File: config.mk
export PLATFORM = sky130hd
export DESIGN_NAME = ef_adc_avg_wdg_flat
export DESIGN_NICKNAME = d
export VERILOG_FILES = /design/src/rtl/ef_adc_pkg.sv /design/src/rtl/ef_adc_avg_wdg_if.sv /design/src/rtl/ef_adc_win_cmp.sv /design/src/rtl/ef_adc_avg_wdg.sv /design/src/flat_wrapper.sv
export SDC_FILE = /design/constraint.sdc
export NUM_CORES = 1
export LEC_CHECK = 0
export CAP_MARGIN = 20
export CORE_UTILIZATION = 40
export CTS_BUF_LIST = sky130_fd_sc_hd__clkbuf_16
export DETAILED_ROUTE_END_ITERATION = 10
export PLACE_DENSITY = 0.75
export SLEW_MARGIN = 20
export SYNTH_ARGS = -nofsm -noshare
export SYNTH_HDL_FRONTEND = slang
export SYNTH_SLANG_ARGS = --single-unit
File: constraint.sdc
create_clock -name clk -period 8.57 [get_ports clk]
set_input_delay 1.714 -clock clk [delete_from_list [all_inputs] [get_ports clk]]
set_output_delay 1.714 -clock clk [all_outputs]
set_load 0.02 [all_outputs]
File: src/rtl/ef_adc_pkg.sv
// Shared types and defaults for the ADC averaging / window-watchdog block.
package ef_adc_pkg;

   localparam int DW_DEF        = 8;
   localparam int NMAX_LOG2_DEF = 3;

   typedef enum logic [1:0] {
      ST_IDLE = 2'd0,
      ST_ACC  = 2'd1,
      ST_OUT  = 2'd2
   } state_t;

   // Clamp the requested averaging exponent to the largest supported window.
   function automatic logic [1:0] sat_log2(input logic [1:0] req, input int nmax);
      if (int'(req) > nmax) return 2'(nmax);
      else return req;
   endfunction

endpackage

File: src/rtl/ef_adc_avg_wdg_if.sv
// FIFO-pop and result-handshake signals between the averager and its neighbours.
// Result handshake: res_data is stable while res_valid=1 and is consumed on a clk edge with res_valid & res_ready both high.
interface ef_adc_avg_wdg_if #(parameter int DW = ef_adc_pkg::DW_DEF);
   logic          fifo_empty;
   logic [DW-1:0] fifo_data;
   logic          fifo_rd;
   logic [DW-1:0] res_data;
   logic          res_valid;
   logic          res_ready;
   logic          win_flag;
   logic [7:0]    win_cnt;

   modport master (
      input  fifo_empty, fifo_data, res_ready,
      output fifo_rd, res_data, res_valid, win_flag, win_cnt
   );

   modport slave (
      output fifo_empty, fifo_data, res_ready,
      input  fifo_rd, res_data, res_valid, win_flag, win_cnt
   );
endinterface

File: src/rtl/ef_adc_win_cmp.sv
// Combinational window check: flags a value outside [lo, hi] inclusive.
module ef_adc_win_cmp
   import ef_adc_pkg::*;
#(
   parameter int DW = DW_DEF
) (
   input  logic [DW-1:0] val,
   input  logic [DW-1:0] lo,
   input  logic [DW-1:0] hi,
   output logic          outside
);
   assign outside = (val < lo) | (val > hi);
endmodule

File: src/rtl/ef_adc_avg_wdg.sv
// Averages 2^avg_log2 ADC FIFO samples, presents the result with a valid/ready
// handshake and counts results that fall outside the programmed window.
module ef_adc_avg_wdg
   import ef_adc_pkg::*;
#(
   parameter int DW        = DW_DEF,
   parameter int NMAX_LOG2 = NMAX_LOG2_DEF
) (
   input  logic            clk,
   input  logic            rst,
   input  logic            en,
   input  logic [1:0]      avg_log2,
   input  logic [DW-1:0]   win_lo,
   input  logic [DW-1:0]   win_hi,
   output state_t          state_dbg,
   ef_adc_avg_wdg_if.master bus
);
   localparam int AW = DW + NMAX_LOG2;
   localparam int CW = NMAX_LOG2 + 1;

   state_t        state_q, state_d;
   logic [AW-1:0] acc_q, acc_sum;
   logic [CW-1:0] cnt_q, cnt_inc, target;
   logic [1:0]    lat_q;
   logic [DW-1:0] res_q, res_next;
   logic [7:0]    wcnt_q;
   logic          flag_q, outside, pop, last_pop, enter_acc;

   // Pops are suppressed during reset so a mid-window reset never consumes data.
   assign pop       = ~rst & en & (state_q == ST_ACC) & ~bus.fifo_empty;
   assign acc_sum   = acc_q + AW'(bus.fifo_data);
   assign cnt_inc   = cnt_q + CW'(1);
   assign target    = CW'(1) << lat_q;
   assign last_pop  = pop & (cnt_inc == target);
   assign res_next  = DW'(acc_sum >> lat_q);
   assign enter_acc = (state_d == ST_ACC) & (state_q != ST_ACC);

   ef_adc_win_cmp #(.DW(DW)) u_win_cmp (
      .val     (res_next),
      .lo      (win_lo),
      .hi      (win_hi),
      .outside (outside)
   );

   always_ff @(posedge clk) begin
      if (rst) begin
         state_q <= ST_IDLE;
         acc_q   <= '0;
         cnt_q   <= '0;
         lat_q   <= '0;
         res_q   <= '0;
         flag_q  <= 1'b0;
         wcnt_q  <= '0;
      end else begin
         state_q <= state_d;
         flag_q  <= 1'b0;
         if (enter_acc) begin
            acc_q <= '0;
            cnt_q <= '0;
            lat_q <= sat_log2(avg_log2, NMAX_LOG2);
         end else if (pop) begin
            acc_q <= acc_sum;
            cnt_q <= cnt_inc;
         end
         // Result and window verdict are captured together so win_flag lines up with the first OUT cycle.
         if (last_pop) begin
            res_q  <= res_next;
            flag_q <= outside;
            if (outside && (wcnt_q != 8'hFF)) wcnt_q <= wcnt_q + 8'd1;
         end
      end
   end

   always_comb begin
      state_d = state_q;
      if (!en) begin
         state_d = ST_IDLE;
      end else begin
         case (state_q)
            ST_IDLE: state_d = ST_ACC;
            ST_ACC:  if (last_pop) state_d = ST_OUT;
            ST_OUT:  if (bus.res_ready) state_d = ST_ACC;
            default: state_d = ST_IDLE;
         endcase
      end
   end

   always_comb begin
      bus.fifo_rd   = pop;
      bus.res_valid = en & (state_q == ST_OUT);
      bus.res_data  = res_q;
      bus.win_flag  = flag_q;
      bus.win_cnt   = wcnt_q;
      state_dbg     = state_q;
   end
endmodule

File: src/flat_wrapper.sv
// flat-port wrapper written by rule: the top's interface ports become plain ports
module ef_adc_avg_wdg_flat import ef_adc_pkg::*;
#(
   parameter int DW        = DW_DEF,
   parameter int NMAX_LOG2 = NMAX_LOG2_DEF
)
  (clk, rst, en, avg_log2, win_lo, win_hi, state_dbg, bus_fifo_empty, bus_fifo_data, bus_res_ready, bus_fifo_rd, bus_res_data, bus_res_valid, bus_win_flag, bus_win_cnt);
  ef_adc_avg_wdg_if #(.DW(DW)) bus_i ();
  input  logic clk;
  input  logic rst;
  input  logic en;
  input  logic [1:0] avg_log2;
  input  logic [DW-1:0] win_lo;
  input  logic [DW-1:0] win_hi;
  output state_t state_dbg;
  input wire logic [$bits(bus_i.fifo_empty)-1:0] bus_fifo_empty;
  input wire logic [$bits(bus_i.fifo_data)-1:0] bus_fifo_data;
  input wire logic [$bits(bus_i.res_ready)-1:0] bus_res_ready;
  output wire logic [$bits(bus_i.fifo_rd)-1:0] bus_fifo_rd;
  output wire logic [$bits(bus_i.res_data)-1:0] bus_res_data;
  output wire logic [$bits(bus_i.res_valid)-1:0] bus_res_valid;
  output wire logic [$bits(bus_i.win_flag)-1:0] bus_win_flag;
  output wire logic [$bits(bus_i.win_cnt)-1:0] bus_win_cnt;
  assign bus_i.fifo_empty = bus_fifo_empty;
  assign bus_i.fifo_data = bus_fifo_data;
  assign bus_i.res_ready = bus_res_ready;
  assign bus_fifo_rd = bus_i.fifo_rd;
  assign bus_res_data = bus_i.res_data;
  assign bus_res_valid = bus_i.res_valid;
  assign bus_win_flag = bus_i.win_flag;
  assign bus_win_cnt = bus_i.win_cnt;
  ef_adc_avg_wdg #(.DW(DW), .NMAX_LOG2(NMAX_LOG2)) u_core (.clk(clk), .rst(rst), .en(en), .avg_log2(avg_log2), .win_lo(win_lo), .win_hi(win_hi), .state_dbg(state_dbg), .bus(bus_i));
endmodule
==> results.md, run 1 <==
* Status: complete, no violations
* GP Congestion at 0.911
* Async SR Flop Fraction at 0
* Pint at between 0.3 and 0.4 mW
* Sw frac at 0.257
* Maximum fanout along the worst path at 9
* Die ar. at 0.00681 sq mm
* Initial DRT Pass Iterations at 6
* IO Count at 52
* Die Wd at slightly above 80 um
* # H-tree levels at 2
* Number of port buffers at 51
* Root buf cell: clkbuf_16
* Min cycle time layout at 6.22 ns
* Sink Count at 36
* Clk_skew at ~0.0062 ns
* Syn avg cell area at 8.01 sq um
* Non-Filler Instances at 447
* Slew of the pin with the lowest slew margin at 0.820 ns
* Post-synthesis mux area share at 0.0453
* Clock Power Share at 0.445
* Share of layout cells above drive strength 1 at 0.0591
* Footprint of the multi-input gates at 0.00173 sq mm
* Via Count at 2,433
* CTS tree: yes
* Nets@finish at 428
* Slew Limit Headroom at 0.452
* Maximum VDD drop at 72.7 uV
* Hpwl dp at 4700 um
* Setup_tns at 0 ns
* Initial Util at 0.425
* Storage cell area at 721 sq um
* Area share of fa/ha/maj cells after synthesis at 0.128
* Hold WC Path Type: register to register
* Clock Latency Late Sink at 0.28 ns
* CTS Buf Count at 5
* Main combinational cell family by area after synthesis: simple AND/OR/NAND/NOR gates
* Slew Viols, Final at 0
* Yosys reg bits at 36
* GRT overflow at 0
* Part of the power in registers at 0.372
* Hold violation count in the final report at 0
* First-pass GRT wire length at approximately 10,000 um
* CP startpoint kind: input port
* Fin crit share at 0.726
* Post-synth cell types at 58
* CTS Hold Buffers Added at 0
* DR vias/cell at about 5.4
* Largest net degree at the start of global routing at 25
* CP required at 8.74 ns
* Compound-Gate Fraction of Synth Area at 0.206
* Routed wire length at approximately 6200 um
* Setup CP Type: input port to register
* Core area at 0.00610 sq mm
* Filler cells at between 500 and 600
* Fmax at ~160 MHz
* Synth Warn # at 0
* 1st-iter DRT viols at 133
* ANT nets after route at 0
* Number of flops mapped to enable cells by yosys at 0
* Wire length per cell at 13.8 um
* Initial antenna violation count at 0
* # DRC at 0
* GRT Util Overall at 0.200
* Max Root-Sink Buffers at 2
* Net Switching at about 0.12 mW
* Mapped Cells at 324
* RSZ-0062 raised after global routing: false
* Pwr per Cell Area at between 100 and 150 mW/mm^2
* Syn_nets at 381
* Ant. Diodes at 0
* Register area share after synthesis at 0.278
* P_leak at about 1.3 nW
* Most common cell after layout, fill and taps aside: clkdlybuf4s50_1
* Rows at 28
* Placed cells at 439
* Synthesis-to-layout area growth at 28.0%
* Synth Cell Area at 0.00259 sq mm
* Max Cap Viol at 0
* Vias in the first global route at roughly 2,300
* Die height at 82.5 um
* Critical path arrival at roughly 6.4 ns
* Area contributors post-synth: dfxtp_1 28%, ha_1 12%, nor2_1 6.5%
* Number of setup buffers added after CTS at 0
* Most frequent cells in the layout: 51 x clkdlybuf4s50_1, 45 x nor2_1, 36 x dfxtp_1
* Final Setup Violations at 0
* Clock transition at path regs at 0.06 ns
* CTS resizes at 0
* Ys flop type: dfxtp_1
* Yosys top cell by area: dfxtp_1
* CP Capture Type: register
* Yosys top cell area share at 0.278
* Xor and xnor fraction of the mapped netlist area at 0.0574
* Simple-gate share of the synthesized area at 0.231
* Combinational power share at 0.182
## worst max-delay path, stage by stage
cell and delay [ns]:
clkdlybuf4s50_1 0.47, ha_1 0.19, inv_1 0.06, fa_1 0.40, nor2b_1 0.17, o221ai_1 0.17
a21boi_0 0.41, xnor2_1 0.21, a221oi_1 0.55, ha_1 0.36, a21oi_1 0.17, nand2_1 0.07
a211oi_1 0.23, o21ai_0 0.22, a211oi_4 0.50, nand4_1 0.16, mux2_1 0.32
## metal layers
metal	up-vias	track usage	routed length, um
met4	0	0.0707	113
li1	1238	-	-
met3	12	0.0385	333
met5	-	0	0
met2	80	0.321	2820
met1	1103	0.266	2910
## sequential cells by signal, indices dropped and copies added (netlist names)
signal,cells
u_core.bus.win_flag,1
u_core.state_dbg,2
u_core.bus.res_data,8
u_core.lat_q,2
u_core.bus.win_cnt,8
u_core.acc_q,11
u_core.cnt_q,4
## metrics by stage
stage | cell area, sq um | hold WS [ns] | total power [mW] | utilization | setup slack [ns]
floorplan | 2590 | 0.440 | 0.231 | - | 3.20
global placement | 3150 | 0.446 | 0.259 | 0.517 | 2.39
detailed placement | 3150 | 0.455 | 0.261 | 0.517 | 2.14
CTS | 3320 | 0.463 | 0.468 | 0.545 | 2.41
global route | 3320 | 0.489 | 0.484 | 0.545 | 2.05
finish | 3320 | 0.458 | 0.466 | 0.545 | 2.35
## final timing paths
check,cells past startpoint,slack (ns),startpoint,endpoint
max,17,2.35,bus_fifo_data[0],u_core.bus.win_cnt[4]
min,2,0.46,u_core.bus.res_data[2],u_core.bus.res_data[2]
max reg2reg,16,3.91,u_core.acc_q[0],u_core.bus.win_cnt[4]
min reg2reg,2,0.46,u_core.bus.res_data[2],u_core.bus.res_data[2]
## cell type report
type                    count  area share
clock buffers               5      0.0377
well taps                  75      0.0283
flip-flops and latches     36       0.217
inverters                  23      0.0260
multi-input cells         253       0.522
clock inverters             3      0.0128
repair buffers             52       0.156
## power by group through the flow
stage | Clock [mW] | Sequential (mW) | Combinational (mW)
2_1_floorplan | 0 | 0.175 | 0.0554
3_3_place_gp | 0 | 0.177 | 0.0824
3_5_place_dp | 0 | 0.177 | 0.0838
4_1_cts | 0.210 | 0.173 | 0.0846
5_1_grt | 0.215 | 0.174 | 0.0951
6_report | 0.207 | 0.173 | 0.0849
## cell usage after synthesis (2+ instances only)
library cell and instances:
and3_1 6, mux2i_1 5, dfxtp_1 36, xnor2_1 12, o21a_1 4, nand3_1 3, a22oi_1 3, clkbuf_1 9
ha_1 25, a211oi_1 5, mux2_1 3, nand2_1 28, inv_1 22, a21oi_1 30, o22ai_1 3, or2_2 3
a311oi_1 5, and2_1 3, nand2b_1 3, nor3_1 4, o2111ai_1 2, xor2_1 5, nand4_1 6, nor2b_1 9
o21ai_0 6, nand3b_1 4, o211ai_1 4, a211o_1 2, nor2_1 45
## cell families (layout without fill, tap and decap cells)
| group | Yosys count | in the layout |
|---|---|---|
| buffers and inverters | 35 | 83 |
| adder cells (fa/ha/maj) | 26 | 26 |
| XOR/XNOR | 17 | 17 |
| AO/OA/AOI/OAI | 78 | 78 |
| multiplexers | 10 | 10 |
| flip-flops | 36 | 36 |
| AND/OR/NAND/NOR | 122 | 122 |
(Power assumes the default switching activity.)
==> inputs of run 2 (changes only) <==
Clock period 8.57 ns to 6.25 ns, I/O delays scaled along.
==> run 2 against run 1 <==
Against the previous run:
- largest cell class unchanged
- largest power group unchanged
- critical endpoint unchanged
- critical path depth stayed put
- hold slack gained 0.0020 ns
- clock-buffer cell count is the same
==> results.md, run 2 (synthesis gave the netlist of run 1 again) <==
* Status: complete, no violations (unchanged)
* Fmax at ~170 MHz
* Maximum fanout along the worst path at 9 (unchanged)
* Min cycle time layout at 5.83 ns
* Via Count at 2,408 (was 2,433)
* Crit path max-delay family: compound AO/OA/AOI/OAI gates (unchanged)
* CP required at 6.41 ns (was 8.74 ns)
* Nets@finish at 430 (was 428)
* RSZ-0062 raised after global routing: false (unchanged)
* Number of port buffers at 51 (unchanged)
* Hold violation count in the final report at 0 (unchanged)
* Met2 wire length at 2940 um (was 2820 um)
* Most frequent cells in the layout: 51 x clkdlybuf4s50_1, 45 x nor2_1, 36 x dfxtp_1 (unchanged)
* Initial antenna violation count at 0 (unchanged)
* Storage cell area at 721 sq um (unchanged)
* Rows at 28 (unchanged)
* Die Wd at 82.5 um (unchanged)
* Setup_tns at 0 ns (unchanged)
* CTS Hold Buffers Added at 0 (unchanged)
* Hold WC Path Type: register to register (unchanged)
* Routed wire length at 6170 um (was 6180 um)
* Fin crit share at 0.933
* Critical path arrival at 5.99 ns (was 6.40 ns)
* Maximum VDD drop at 111 uV (was 72.7 uV)
* Wire length on met3 at 295 um (was 333 um)
* Worst reg2reg path depth at 16 (unchanged)
* Footprint of the multi-input gates at 0.00173 sq mm (unchanged)
* Setup CP Type: input port to register (unchanged)
* Core area at 0.00610 sq mm (unchanged)
* Slew Limit Headroom at 0.559 (was 0.452)
* Final Instance Area at 0.00333 sq mm (was 0.00332 sq mm)
* Worst path most repeated cell: ha_1 (unchanged)
* Slew Viols, Final at 0 (unchanged)
* Vias in the first global route at 2,320 (was 2,301)
* Filler cells at 588 (was 593)
* First-pass GRT wire length at 10,400 um (about the same)
* Clock Latency Late Sink at 0.28 ns (about the same)
* Slew of the pin with the lowest slew margin at 0.660 ns (was 0.820 ns)
* Most common cell after layout, fill and taps aside: clkdlybuf4s50_1 (unchanged)
* Max stage delay on crit path at 0.57 ns (was 0.55 ns)
* Hpwl dp at 4790 um (was 4700 um)
* CTS Buf Count at 5 (unchanged)
* CTS resizes at 0 (unchanged)
* R2R Path End: u_core.bus.win_cnt[4] (unchanged)
* Initial DRT Pass Iterations at 4 (was 6)
* IO Count at 52 (unchanged)
* Pwr per Cell Area at 189 mW/mm^2 (was 140 mW/mm^2)
* Max Cap Viol at 0 (unchanged)
* Largest register FFs at 11 (unchanged)
* Share of layout cells above drive strength 1 at 0.0615 (was 0.0591)
* CP Cell Sequence: clkdlybuf4s50_1, ha_1, inv_1, fa_1, nor2b_1, o221ai_1, a21boi_0, xnor2_1, a221oi_1, ha_1, a21oi_1, nand2_1, a211oi_1, o21ai_0, a211oi_4, nand4_1, mux2_1 (unchanged)
* Hold Path Stages at 2 (unchanged)
* Die ar. at 0.00681 sq mm (unchanged)
* DR vias/cell at 5.36 (was 5.44)
* Largest net degree at the start of global routing at 25 (unchanged)
* Root buf cell: clkbuf_16 (unchanged)
* 1st-iter DRT viols at 163 (was 133)
* Wire length per cell at 13.7 um (was 13.8 um)
* Fin Hold WS at 0.460 ns (was 0.458 ns)
* CP Buf/Inv Count at 2 (unchanged)
* Clk_skew at 0.00681 ns (was 0.00620 ns)
* FF-to-FF setup slack at 1.52 ns (was 3.91 ns)
* # H-tree levels at 2 (unchanged)
* Number of setup buffers added after CTS at 0 (unchanged)
* Clock transition at path regs at 0.06 ns (about the same)
* ANT nets after route at 0 (unchanged)
* Highest metal used: met4 (unchanged)
* CP Capture Type: register (unchanged)
* Final Setup Violations at 0 (unchanged)
* GRT Util Overall at 0.200 (about the same)
* Tot Pwr at 0.630 mW (was 0.466 mW)
* Slowest CP cell: a221oi_1 (unchanged)
* Initial Util at 0.425 (unchanged)
* Synthesis-to-layout area growth at 28.4% (was 28.0%)
* WL met1 at 2860 um (was 2910 um)
* Sink Count at 36 (unchanged)
* Max Root-Sink Buffers at 2 (unchanged)
* Die height at 82.5 um (unchanged)
* CP startpoint kind: input port (unchanged)
* Ant. Diodes at 0 (unchanged)
* GRT overflow at 0 (unchanged)
* Min-Delay Endpoint: u_core.acc_q[4] (was u_core.bus.res_data[2])
* Top reg by flops: u_core.acc_q (unchanged)
* P_leak at 1.31 nW (was 1.29 nW)
* Placed cell areas at 0.00317 sq mm (was 0.00315 sq mm)
* Hold Startpoint: u_core.acc_q[4] (was u_core.bus.res_data[2])
* Launching point of the worst reg2reg path: u_core.acc_q[0] (unchanged)
* # DRC at 0 (unchanged)
* GP Congestion at 0.882 (was 0.911)
* CTS tree: yes (unchanged)
[run 2: worst max path at each step]
stage                                start               endpoint  slack [ns]  cells past startpoint
final                     bus_fifo_data[0]  u_core.bus.win_cnt[4]        0.42                     17
after global placement    bus_fifo_data[0]  u_core.bus.win_cnt[5]        0.54                     17
after floorplan           bus_fifo_data[0]  u_core.bus.win_cnt[5]        1.34                     16
after global routing      bus_fifo_data[0]  u_core.bus.win_cnt[4]        0.07                     17
after CTS                 bus_fifo_data[0]  u_core.bus.win_cnt[4]        0.50                     17
after detailed placement  bus_fifo_data[0]  u_core.bus.win_cnt[4]        0.25                     17
[run 2: cell type report]
type,instances,area share
Clock buffer,5,0.0376
Clock inverter,3,0.0116
Inverter,23,0.0259
Multi-Input combinational cell,253,0.520
Sequential cell,36,0.216
Tap cell,75,0.0282
Timing Repair Buffer,54,0.160
[run 2: report_power, final]
group          internal (mW)  total [mW]  leakage (nW)  switching, mW
clock network          0.186       0.276        0.0850         0.0901
registers              0.232       0.238         0.291        0.00525
logic                 0.0552       0.117         0.934         0.0618
total                  0.473       0.630          1.31          0.157
[run 2: routing by layer]
metal,track usage,up-vias
met1,0.268,1099
li1,-,1241
met3,0.0319,4
met2,0.324,64
met5,0,-
met4,0.0655,0
[run 2: through the flow]
step,util,instances,worst slack (ns)
after detailed placement,0.519,441,0.245
after global placement,0.519,441,0.539
after global routing,0.546,449,0.0699
final,0.546,449,0.419
after floorplan,-,324,1.34
after CTS,0.546,449,0.503
[run 2: worst min-delay path, cell delays in order, from the launching register on]
cell     delay [ns]
dfxtp_1        0.31
nand2_1        0.05
a21oi_1        0.05
==> inputs of run 3 (changes only) <==
Settings changed: SLEW_MARGIN 20 to 0.
==> results of run 3 <==
No change in the layout: final DEF, timing and power equal those of run 2.
